<file path="src/rtl/alu_seq_pkg.sv">
// Shared opcodes and FSM state encoding for the sequential N-bit ALU.
package alu_seq_pkg;

  typedef logic [2:0] op_e;

  localparam op_e OP_CMP = 3'b000;
  localparam op_e OP_SUB = 3'b001;
  localparam op_e OP_ROL = 3'b010;
  localparam op_e OP_ADD = 3'b011;
  localparam op_e OP_ROR = 3'b100;
  localparam op_e OP_MUL = 3'b101;

  typedef enum logic [1:0] {
    IDLE,
    EXEC,
    DONE
  } state_e;

endpackage

</file>
<file path="src/rtl/alu_rot_step.sv">
// Combinational single-bit rotate; o_result = {bit rotated out, rotated data}.
module alu_rot_step #(
  parameter int unsigned WIDTH = 8
) (
  input  logic [WIDTH-1:0] i_data,
  input  logic             i_left,
  output logic [WIDTH:0]   o_result
);

  // Left sends the MSB round to bit 0; right sends the LSB round to the MSB.
  always_comb begin
    if (i_left) begin
      o_result = {i_data[WIDTH-1], i_data[WIDTH-2:0], i_data[WIDTH-1]};
    end else begin
      o_result = {i_data[0], i_data[0], i_data[WIDTH-1:1]};
    end
  end

endmodule

</file>
<file path="src/rtl/alu_seq_nbit.sv">
// Handshaked multi-cycle ALU: ADD/SUB/CMP in one EXEC cycle, rotates one bit per cycle.
// Optional shift-add multiplier on op 101 when ALU_SEQ_MUL_EN is defined.
module alu_seq_nbit
  import alu_seq_pkg::*;
#(
  parameter int unsigned WIDTH = 8
) (
  input  logic             clk,
  input  logic             rst_n,
  input  logic             in_valid,
  output logic             in_ready,
  input  logic [2:0]       op,
  input  logic [WIDTH-1:0] a,
  input  logic [WIDTH-1:0] b,
  output logic             out_valid,
  input  logic             out_ready,
  output logic [WIDTH-1:0] r,
  output logic             cf,
  output logic             sf,
  output logic             zf,
  output logic             of
);

  localparam int unsigned CNT_W = (WIDTH > 1) ? $clog2(WIDTH) : 1;
  localparam logic [WIDTH-1:0] WIDTH_V = WIDTH[WIDTH-1:0];

  state_e           r_state, w_state_nxt;
  logic [WIDTH-1:0] r_a, r_b, r_res;
  op_e              r_op;
  logic [CNT_W-1:0] r_cnt, w_k;
  logic             r_rcf;
  logic             r_cf, r_sf, r_zf, r_of;

  logic             w_sub, w_is_rot, w_exec_done, w_of;
  logic [WIDTH-1:0] w_bop;
  logic [WIDTH:0]   w_sum, w_rot;

`ifdef ALU_SEQ_MUL_EN
  logic [2*WIDTH-1:0] r_prod, w_prod_nxt;
  logic [WIDTH:0]     w_mul_hi;
`endif

  assign in_ready  = (r_state == IDLE);
  assign out_valid = (r_state == DONE);
  assign r  = r_res;
  assign cf = r_cf;
  assign sf = r_sf;
  assign zf = r_zf;
  assign of = r_of;

  assign w_k      = CNT_W'(b % WIDTH_V);
  assign w_is_rot = (r_op == OP_ROL) || (r_op == OP_ROR);

  // Shared WIDTH+1 adder: ADD uses b, SUB/CMP use ~b with carry-in 1.
  always_comb begin
    w_sub = (r_op != OP_ADD);
    w_bop = w_sub ? ~r_b : r_b;
    w_sum = {1'b0, r_a} + {1'b0, w_bop} + {{WIDTH{1'b0}}, w_sub};
    w_of  = (r_a[WIDTH-1] == w_bop[WIDTH-1]) && (w_sum[WIDTH-1] != r_a[WIDTH-1]);
  end

  alu_rot_step #(
    .WIDTH(WIDTH)
  ) u_rot (
    .i_data  (r_a),
    .i_left  (r_op == OP_ROL),
    .o_result(w_rot)
  );

`ifdef ALU_SEQ_MUL_EN
  // One shift-add step: add multiplicand to the high half on multiplier LSB, then shift right.
  always_comb begin
    w_mul_hi   = {1'b0, r_prod[2*WIDTH-1:WIDTH]} + (r_prod[0] ? {1'b0, r_a} : '0);
    w_prod_nxt = {w_mul_hi, r_prod[WIDTH-1:1]};
  end
`endif

  // Iterative ops stay in EXEC until their counter has reached zero.
  always_comb begin
    w_exec_done = 1'b1;
    if (w_is_rot && (r_cnt != '0)) w_exec_done = 1'b0;
`ifdef ALU_SEQ_MUL_EN
    if ((r_op == OP_MUL) && (r_cnt != '0)) w_exec_done = 1'b0;
`endif
  end

  // FSM next-state: IDLE -> EXEC on accept, EXEC -> DONE when finished, DONE -> IDLE on take.
  always_comb begin
    w_state_nxt = r_state;
    case (r_state)
      IDLE:    if (in_valid) w_state_nxt = EXEC;
      EXEC:    if (w_exec_done) w_state_nxt = DONE;
      DONE:    if (out_ready) w_state_nxt = IDLE;
      default: w_state_nxt = IDLE;
    endcase
  end

  // FSM state register.
  always_ff @(posedge clk) begin
    if (!rst_n) r_state <= IDLE;
    else        r_state <= w_state_nxt;
  end

  // Datapath: operand capture, iteration and registered result/flags.
  always_ff @(posedge clk) begin
    if (!rst_n) begin
      r_a   <= '0;
      r_b   <= '0;
      r_op  <= OP_CMP;
      r_cnt <= '0;
      r_rcf <= 1'b0;
      r_res <= '0;
      r_cf  <= 1'b0;
      r_sf  <= 1'b0;
      r_zf  <= 1'b0;
      r_of  <= 1'b0;
`ifdef ALU_SEQ_MUL_EN
      r_prod <= '0;
`endif
    end else begin
      case (r_state)
        IDLE: begin
          if (in_valid) begin
            r_a   <= a;
            r_b   <= b;
            r_op  <= op;
            r_rcf <= 1'b0;
            r_cnt <= '0;
            if ((op == OP_ROL) || (op == OP_ROR)) r_cnt <= w_k;
`ifdef ALU_SEQ_MUL_EN
            if (op == OP_MUL) begin
              r_cnt  <= CNT_W'(WIDTH - 1);
              r_prod <= {{WIDTH{1'b0}}, b};
            end
`endif
          end
        end
        EXEC: begin
          case (r_op)
            OP_ROL, OP_ROR: begin
              if (r_cnt == '0) begin
                r_res <= r_a;
                r_cf  <= r_rcf;
                r_of  <= 1'b0;
                r_sf  <= r_a[WIDTH-1];
                r_zf  <= (r_a == '0);
              end else begin
                r_a   <= w_rot[WIDTH-1:0];
                r_rcf <= w_rot[WIDTH];
                r_cnt <= r_cnt - 1'b1;
              end
            end
            OP_ADD, OP_SUB: begin
              r_res <= w_sum[WIDTH-1:0];
              r_cf  <= w_sum[WIDTH];
              r_of  <= w_of;
              r_sf  <= w_sum[WIDTH-1];
              r_zf  <= (w_sum[WIDTH-1:0] == '0);
            end
            // Flags only; the previous result is kept.
            OP_CMP: begin
              r_cf <= w_sum[WIDTH];
              r_of <= w_of;
              r_sf <= w_sum[WIDTH-1];
              r_zf <= (w_sum[WIDTH-1:0] == '0);
            end
`ifdef ALU_SEQ_MUL_EN
            OP_MUL: begin
              r_prod <= w_prod_nxt;
              r_cnt  <= r_cnt - 1'b1;
              if (r_cnt == '0) begin
                r_res <= w_prod_nxt[WIDTH-1:0];
                r_cf  <= |w_prod_nxt[2*WIDTH-1:WIDTH];
                r_of  <= |w_prod_nxt[2*WIDTH-1:WIDTH];
                r_sf  <= w_prod_nxt[WIDTH-1];
                r_zf  <= (w_prod_nxt[WIDTH-1:0] == '0);
              end
            end
`endif
            default: begin
              r_res <= '0;
              r_cf  <= 1'b0;
              r_sf  <= 1'b0;
              r_zf  <= 1'b1;
              r_of  <= 1'b0;
            end
          endcase
        end
        default: ;
      endcase
    end
  end

endmodule
</file>
<file path="config.mk">
export PLATFORM = sky130hd
export DESIGN_NAME = alu_seq_nbit
export DESIGN_NICKNAME = d
export VERILOG_FILES = /design/src/rtl/alu_seq_pkg.sv /design/src/rtl/alu_rot_step.sv /design/src/rtl/alu_seq_nbit.sv
export SDC_FILE = /design/constraint.sdc
export NUM_CORES = 1
export LEC_CHECK = 0
export BUFFER_PORTS_ARGS = -buffer_cell sky130_fd_sc_hd__buf_4
export CAP_MARGIN = 20
export CORE_ASPECT_RATIO = 2
export CORE_UTILIZATION = 55
export CTS_CLUSTER_DIAMETER = 40
export DETAILED_ROUTE_END_ITERATION = 10
export PLACE_DENSITY = 0.78
export REMOVE_ABC_BUFFERS = 1
export SLEW_MARGIN = 20
export SYNTH_ARGS = -nofsm -noshare
export SYNTH_HDL_FRONTEND = slang
export SYNTH_SLANG_ARGS = --single-unit
</file>
<file path="constraint.sdc">
create_clock -name clk -period 8.8 [get_ports clk]
set_clock_uncertainty 0.15 [all_clocks]
set_input_delay 0.44 -clock clk [delete_from_list [all_inputs] [get_ports clk]]
set_output_delay 0.44 -clock clk [all_outputs]
set_load 0.02 [all_outputs]
</file>
==> results of run 1 <==
==> cell families after synthesis <==
kind of cell	synth area share, %
AND/OR/NAND/NOR	20.93
AO/OA/AOI/OAI	23.68
flip-flops	33.94
buffers and inverters	5.102
XOR/XNOR	6.020
adder cells (fa/ha/maj)	6.651
multiplexers	3.670
==> worst register-to-register path, stage by stage (launching register included) <==
cell and delay (ns):
dfxtp_1 0.43, inv_1 0.13, nor2_1 0.43, nand2_1 0.35, xor2_1 0.23, ha_1 0.38
nand2_1 0.11, o31ai_4 0.30, xor2_1 0.17, or3_1 0.39, nor4_1 0.17, o221a_1 0.21
==> registers in the layout (all words and copies together), names as in the netlist <==
signal / count
r_state: 2
r_cnt: 3
cf: 1
r_rcf: 1
r_b: 8
of: 1
zf: 1
r_op: 3
r: 8
r_a: 8
sf: 1
==> placed cells by master, fill, tap and decap left out, types with 2 or more instances in the layout <==
cell type and instances:
mux2i_1 8, ha_1 10, and2_1 3, nand2b_1 3, nor4_1 3, nand2_1 33
xor2_1 11, dfxtp_1 37, nor3_1 8, o21ai_0 8, inv_1 9, xnor2_1 4
nor2_1 36, buf_4 38, nand3_1 2, a31oi_1 5, o21a_1 2, a221oi_1 5
clkbuf_8 6, a311oi_1 2, a21oi_1 31, nor2b_1 3, a211oi_1 11
==> worst max-delay path by stage <==
stage	from	endpoint	slack [ns]
after detailed placement	r_op[0]	zf	5.32
after floorplan	r_op[0]	zf	5.73
final	r_op[0]	zf	5.29
after global routing	r_op[0]	zf	4.91
after CTS	r_op[0]	zf	5.31
after global placement	r_op[0]	zf	5.41
==> cells in the mapped netlist, types with 2 or more instances <==
| library cell | count |
|---|---|
| nor4_1 | 3 |
| nor2b_1 | 3 |
| xnor2_1 | 4 |
| a31oi_1 | 5 |
| nor3_1 | 8 |
| a31oi_2 | 2 |
| ha_1 | 10 |
| a211oi_1 | 11 |
| nand2b_1 | 3 |
| dfxtp_1 | 37 |
| nand2_1 | 33 |
| xor2_1 | 11 |
| nand3_1 | 2 |
| a21oi_1 | 31 |
| o21a_1 | 2 |
| and2_1 | 3 |
| nor2_1 | 36 |
| a311oi_1 | 2 |
| mux2i_1 | 8 |
| a221oi_1 | 5 |
| buf_2 | 5 |
| inv_1 | 9 |
| o21ai_0 | 8 |
| clkbuf_1 | 9 |
==> metal layers <==
metal	part of all wire (%)	vias to the layer above	global-route usage, %
li1	-	1015	-
met1	38	926	31.59
met2	55	51	50.00
met3	2.8	20	4.771
met4	4.3	0	15.69
met5	0	-	0
==> area by class of cell <==
cell class	instances	area [um2]
clock buffers	6	82.58
flip-flops and latches	37	740.7
inverters	10	37.54
multi-input cells	208	1339
well taps	51	63.81
clock inverters	2	37.54
repair buffers	38	285.3
fillers	364	1257
==> metrics by stage <==
stage,instances,total power [mW]
global route,352,0.5245
floorplan,255,0.3001
finish,352,0.5004
detailed placement,344,0.3454
global placement,344,0.3431
CTS,352,0.5008
==> where the power goes <==
group	switching (mW)	internal, mW	total [mW]
Sequential	0.0144	0.180	0.194
Combinational	0.0866	0.0633	0.150
Clock	0.0642	0.0922	0.156
==> results.txt, run 1 <==
status: finished clean
pre-CTS setup slack: 5.324 ns
Synth Warn #: 0
1st-iter DRT viols: 45
CP peak stage delay: 0.43 ns
DRC Markers: 0
final core utilization: 67.29%
clk buf depth: 2
core box area: 3844 um2
Critical Path Stages: 11
Top Family by Delay on Critical Path: simple AND/OR/NAND/NOR gates
Setup crit end kind: flip-flop
Initial Utilization: 56.77%
grt ovf: 0
critical path peak fanout: 8
Final TNS setup: 0 ns
Avg Cell Area, Syn: 8.052 um2
final RePlAce weighted congestion: 0.8983
WL/cell: 15.48 um
Setup Viol. Count Final: 0
Via Count: 2012
worst r2r path cells: 11
clk sinks: 37
RSZ-0062 raised after global routing: no
Max Cap Violations: 0
Seq/Total Area, Yosys: 33.94%
number of synthesized flops with an enable pin: 0
TritonCTS clock tree: done
Die Wd: 46.54 um
final period utilization: 39.94%
full die area: 4239 um2
die height: 91.08 um
proportion of layout cells with a drive suffix above 1: 18.27%
DR pass1 iterations: 4
Post-CTS Resized: 0
Slew Limit Fails: 0
Worst Path Required: 8.89 ns
vias in the first global route: 2038
buffer and inverter count on the worst path: 1
VDD IR max: 0.1313 mV
Critical Path Start Type: flip-flop
Hold Crit Start: b[3]
site row count: 32
Cell Chain, Critical Path: inv_1 > nor2_1 > nand2_1 > xor2_1 > ha_1 > nand2_1 > o31ai_4 > xor2_1 > or3_1 > nor4_1 > o221a_1
H-tree Lvls: 2
synthesized area: 2182 um2
DP HPWL: 4.107 mm
worst-margin pin slew: 0.9474 ns
Lkg Pwr: 1.023 nW
Critical Path AT: 3.60 ns
Hold Crit Depth: 3
Worst R2R Setup Slack: 5.29 ns
top cells by area, synth: dfxtp_1 34%, a21oi_1 7.1%, nor2_1 6.2%
Hold Path End: r_b[3]
CTS buffer count: 5
cell area after placement: 2457 um2
ys flop type: dfxtp_1
cells after synthesis: 271
Final Hold Fails: 0
Fin Hold WS: 0.2429 ns
Tightest Hold Check Type: primary input to flip-flop
P per Cell Area: 193.5 nW/um2
first-pass GRT wire length: 9.101 mm
PortBufs: 36
Fmax: 284.5 MHz
Post-CTS Setup Repair Bufs: 0
clock root cell: clkbuf_8
initial antenna violation count: 0
Critical R2R Capture: zf
Total GRT Usage: 29.27%
Diodes inserted: 0
Final Cell Area: 2586 um2
clock latency on the worst-skew pair: 0.29 ns
pin count of the biggest net entering global routing: 31
critical path class: flip-flop to flip-flop
NumNets Final: 334
Seq cells post-synth: 37
# hold bufs at CTS: 0
relative slew slack: 36.77%
clk slew on worst S/H paths: 0.08 ns
RR Startpoint: r_op[0]
Synth async-reset ratio: 0%
largest area contributor in the netlist: dfxtp_1
Synth top area share: 33.94%
post-route ant nets: 0
area added between synthesis and finish: 18.52%
worst setup margin: 5.286 ns
CP max stage cell: dfxtp_1
Synth cell types: 45
IO Count: 37
WL final: 5.449 mm
min Tclk post-route: 3.514 ns
Vias/cell: 5.716
(Power assumes the default switching activity.)
==> inputs of run 2 (changes only) <==
- CORE_UTILIZATION: 55 -> 50
- PLACE_DENSITY: 0.78 -> 0.75
- clock period: 8.8 -> 3 ns (I/O delays scaled with it)
==> run 2 against run 1 <==
  * Die area up 9.7%
  * Maximum frequency grew 23%
  * Count of clock-buffer cells in the layout unchanged
  * Via count increased by 6.6%
  * Global-route usage fell by 2.9 points
  * Final area grew 8.2%
  * Flip-flop and latch count is the same
  * Hold slack got worse by 0.23 ns
  * Final cell count is 7.1% higher
  * Power grew to 3.0 times the previous value
  * Register-to-register slack got worse by 5.1 ns
  * Clock power grew to 2.9 times the previous value
  * Critical endpoint unchanged
==> results.txt, run 2 (synthesized netlist as in run 1, its figures left out) <==
commonest non-fill, non-tap cell in the layout: buf_4
Total GRT Usage: 26.35%
worst-margin pin slew: 0.9693 ns
total power: 1.490 mW
Post-CTS Setup Repair Bufs: 0
pre-CTS setup slack: 0.1041 ns
pin count of the biggest net entering global routing: 31
DP HPWL: 4.199 mm
IO Count: 37
full die area: 4648 um2
clock root cell: clkbuf_8
clk buf depth: 2
Slew Limit Fails: 0
1st-iter DRT viols: 71
Final TNS setup: 0 ns
Die Wd: 48.71 um
clk sinks: 37
DRC Markers: 0
TritonCTS clock tree: done
clock latency on the worst-skew pair: 0.29 ns
Tightest Hold Check Type: primary input to flip-flop
WL final: 5.647 mm
critical path peak fanout: 5
post-route ant nets: 0
Worst R2R Setup Slack: 0.15 ns
Worst Path Required: 3.09 ns
Final Hold Fails: 0
clk slew on worst S/H paths: 0.08 ns
proportion of layout cells with a drive suffix above 1: 21.23%
Setup Viol. Count Final: 0
Critical Path AT: 2.94 ns
worst setup margin: 0.1489 ns
CP Capture Point: zf
Via Count: 2144
P per Cell Area: 532.5 nW/um2
Critical Path Start Type: flip-flop
grt ovf: 0
Initial Utilization: 52.85%
WL/cell: 14.98 um
Cell Chain, Critical Path: inv_1 > nor2_1 > nand2_2 > xor2_2 > inv_1 > fa_1 > nand3b_1 > a21oi_1 > o21a_1 > nor2_1 > nor4_1 > o221a_1
vias in the first global route: 2099
core box area: 4129 um2
RR Startpoint: r_op[0]
Final Cell Area: 2799 um2
critical path class: flip-flop to flip-flop
Fmax: 350.7 MHz
relative slew slack: 35.31%
Vias/cell: 5.687
PortBufs: 36
CP max stage cell: fa_1
final period utilization: 95.04%
status: finished clean
Fin Hold WS: 0.009361 ns
crit path launch: r_op[0]
site row count: 33
first-pass GRT wire length: 9.335 mm
most frequent cells in the layout: 50 x buf_4, 37 x dfxtp_1, 36 x nor2_1
DR pass1 iterations: 4
die height: 95.43 um
final core utilization: 67.79%
initial antenna violation count: 0
min Tclk post-route: 2.851 ns
Setup crit end kind: flip-flop
Max Cap Violations: 0
CP peak stage delay: 0.45 ns
CTS buffer count: 5
NumNets Final: 358
area added between synthesis and finish: 28.27%
final RePlAce weighted congestion: 0.9076
Diodes inserted: 0
Lkg Pwr: 1.134 nW
cell area after placement: 2549 um2
Critical R2R Capture: zf
Inst Count DP: 357
H-tree Lvls: 2
Cell Count, Final, Fillers Out: 377
VDD IR max: 0.4821 mV
worst r2r path cells: 12
run 2: what timing repair did:
item | in CTS | in global routing
hold buffers | 12 | 0
setup endpoints to repair | 0 | 2
endpoints found under the hold margin | 13 | 0
gates resized for setup | 0 | 2
run 2: worst min-delay path by stage:
| stage | from | endpoint | slack, ns | cells after the start |
|---|---|---|---|---|
| finish | out_ready | r_state[1] | 0.009 | 4 |
| detailed placement | b[3] | r_b[3] | 0.26 | 3 |
| floorplan | rst_n | r[5] | 0.14 | 2 |
| global placement | b[3] | r_b[3] | 0.25 | 3 |
| global route | out_ready | r_state[1] | 0.04 | 4 |
| CTS | out_ready | r_state[1] | 0.01 | 4 |
run 2: layer usage:
metal	vias to the layer above	routed length [um]	GRT usage (%)
li1	1065	-	-
met1	1013	2132	26.10
met2	54	3212	51.74
met3	12	146	3.509
met4	0	155	13.73
met5	-	0	0
run 2: where the power goes:
part           switching, mW  internal, mW
Combinational          0.262         0.211
Sequential            0.0372         0.527
Clock                  0.183         0.270
Total                  0.482          1.01
run 2: cell type report:
cell class                 instances  area [um2]
fill                             378        1330
multi-input combinational        208        1340
tap                               52       65.06
inverter                          10       37.54
sequential                        37       740.7
timing repair buffer              62       495.5
clock inverter                     2       37.54
clock buffer                       6       82.58
run 2: worst max-delay path, delay by kind of cell (launching register included):
family | cells | cell delay, ns
compound gates | 3 | 0.60
xor+xnor | 1 | 0.19
fa+ha+maj | 1 | 0.45
buf+inv | 2 | 0.14
flops | 1 | 0.33
simple gates | 5 | 0.93
==> inputs of run 3 (changes only) <==
- SETUP_SLACK_MARGIN: default -> 0.15
==> run 3 against run 2 <==
  * Final cell count is 0.27% higher
  * Hold slack got worse by 0.0042 ns
  * Critical endpoint unchanged
  * Final area up 1.3%
  * Utilization is 0.85 points higher
  * Register-to-register slack better by 0.06 ns
==> results.txt, run 3 (synthesized netlist as in run 1, its figures left out) <==
status: finished clean
initial antenna violation count: 0
clk sinks: 37
Tightest Hold Check Type: primary input to flip-flop
IO Count: 37
Final Hold Fails: 0
Fmax: 358.9 MHz
VDD IR max: 0.4822 mV
Inst Count DP: 357
Setup Viol. Count Final: 0
grt ovf: 0
post-route ant nets: 0
fill count: 374
Max Cap Violations: 0
Top Family by Delay on Critical Path: simple AND/OR/NAND/NOR gates
proportion of layout cells with a drive suffix above 1: 23.31%
Setup crit end kind: flip-flop
buffer and inverter count on the worst path: 1
total power: 1.514 mW
Lkg Pwr: 1.144 nW
full die area: 4648 um2
Critical Path AT: 2.88 ns
RR Startpoint: r_op[2]
Worst Path Required: 3.09 ns
Diodes inserted: 0
area added between synthesis and finish: 29.87%
CP peak stage delay: 0.37 ns
final period utilization: 92.88%
DP HPWL: 4.199 mm
commonest non-fill, non-tap cell in the layout: buf_4
crit path launch: r_op[2]
CP max stage cell: dfxtp_1
H-tree Lvls: 2
clock root cell: clkbuf_8
critical path peak fanout: 8
site row count: 33
DRC Markers: 0
Vias/cell: 5.690
TritonCTS clock tree: done
NumNets Final: 359
Die Wd: 48.71 um
min Tclk post-route: 2.786 ns
DR pass1 iterations: 4
RSZ-0062 raised after global routing: no
clk slew on worst S/H paths: 0.08 ns
critical path class: flip-flop to flip-flop
die height: 95.43 um
Initial Utilization: 52.85%
Cell Chain, Critical Path: buf_6 > and4bb_4 > or2_2 > fa_2 > nand3b_1 > nand2_1 > xor2_1 > or3_1 > nor4_1 > o221a_1
Total GRT Usage: 26.39%
core box area: 4129 um2
pin count of the biggest net entering global routing: 31
worst-margin pin slew: 0.9566 ns
Via Count: 2151
most frequent cells in the layout: 50 x buf_4, 37 x dfxtp_1, 35 x nor2_1
clk buf depth: 2
Hold Crit Start: out_ready
WL/cell: 15.03 um
PortBufs: 36
final core utilization: 68.64%
1st-iter DRT viols: 58
first-pass GRT wire length: 9.349 mm
Slew Limit Fails: 0
CTS buffer count: 5
vias in the first global route: 2103
Cell Count, Final, Fillers Out: 378
final RePlAce weighted congestion: 0.9076
P per Cell Area: 534.4 nW/um2
relative slew slack: 36.16%
WL final: 5.681 mm
clock latency on the worst-skew pair: 0.29 ns
Critical Path Start Type: flip-flop
[run 3: report_power, final]
group,internal (mW),switching (mW),total (mW)
Sequential,0.527,0.0377,0.565
Combinational,0.225,0.268,0.493
Clock,0.270,0.186,0.457
Total,1.02,0.492,1.51
[run 3: what timing repair did]
| item | CTS | global route |
|---|---|---|
| gates cloned | 0 | 0 |
| setup endpoints to repair | 2 | 4 |
| gates resized for setup | 2 | 7 |
| pin swaps | 0 | 3 |
| hold buffers | 12 | 0 |
| hold endpoints to repair | 13 | 0 |
| buffers inserted | 0 | 1 |
[run 3: final timing paths]
check | to | slack, ns | cells past startpoint
worst max-delay path | zf | 0.21 | 10
worst min-delay path | r_state[1] | 0.005 | 4
worst max register to register | zf | 0.21 | 10
worst min register to register | r_b[4] | 0.33 | 2
[run 3: worst register-to-register path, delay by kind of cell, from the launching register on]
family	cells	cell delay, ns
AOI/OAI and AO/OA	1	0.22
xor gates and xnor gates	1	0.09
adders and majority gates	1	0.37
buffers and inverters	1	0.14
DFF	1	0.37
and+or+nand+nor	6	1.40
[run 3: stage by stage]
stage	setup WS (ns)	hold WS (ns)	TNS (ns)	instance area, um2
global placement	0.1679	0.2479	0	2549
floorplan	-0.07187	0.1357	-0.07187	2108
finish	0.2136	0.005185	0	2834
global route	0.1455	0.03689	0	2834
CTS	0.1773	0.01186	0	2799
detailed placement	0.1041	0.2577	0	2549
[run 3: area by class of cell]
type                            instances  area, um2  share of cell area (%)
Inverter                               10      37.54                   1.325
Tap cell                               52      65.06                   2.296
Multi-Input combinational cell        208       1364                   48.12
Sequential cell                        37      740.7                   26.14
Timing Repair Buffer                   63      506.7                   17.88
Clock inverter                          2      37.54                   1.325
Clock buffer                            6      82.58                   2.914
[run 3: routing by layer]
layer,global-route usage [%],share of wire [%],vias up
met2,51.85,57,49
met5,0,0,-
met1,26.03,37,1021
li1,-,-,1065
met4,13.97,3.1,0
met3,3.509,2.4,16
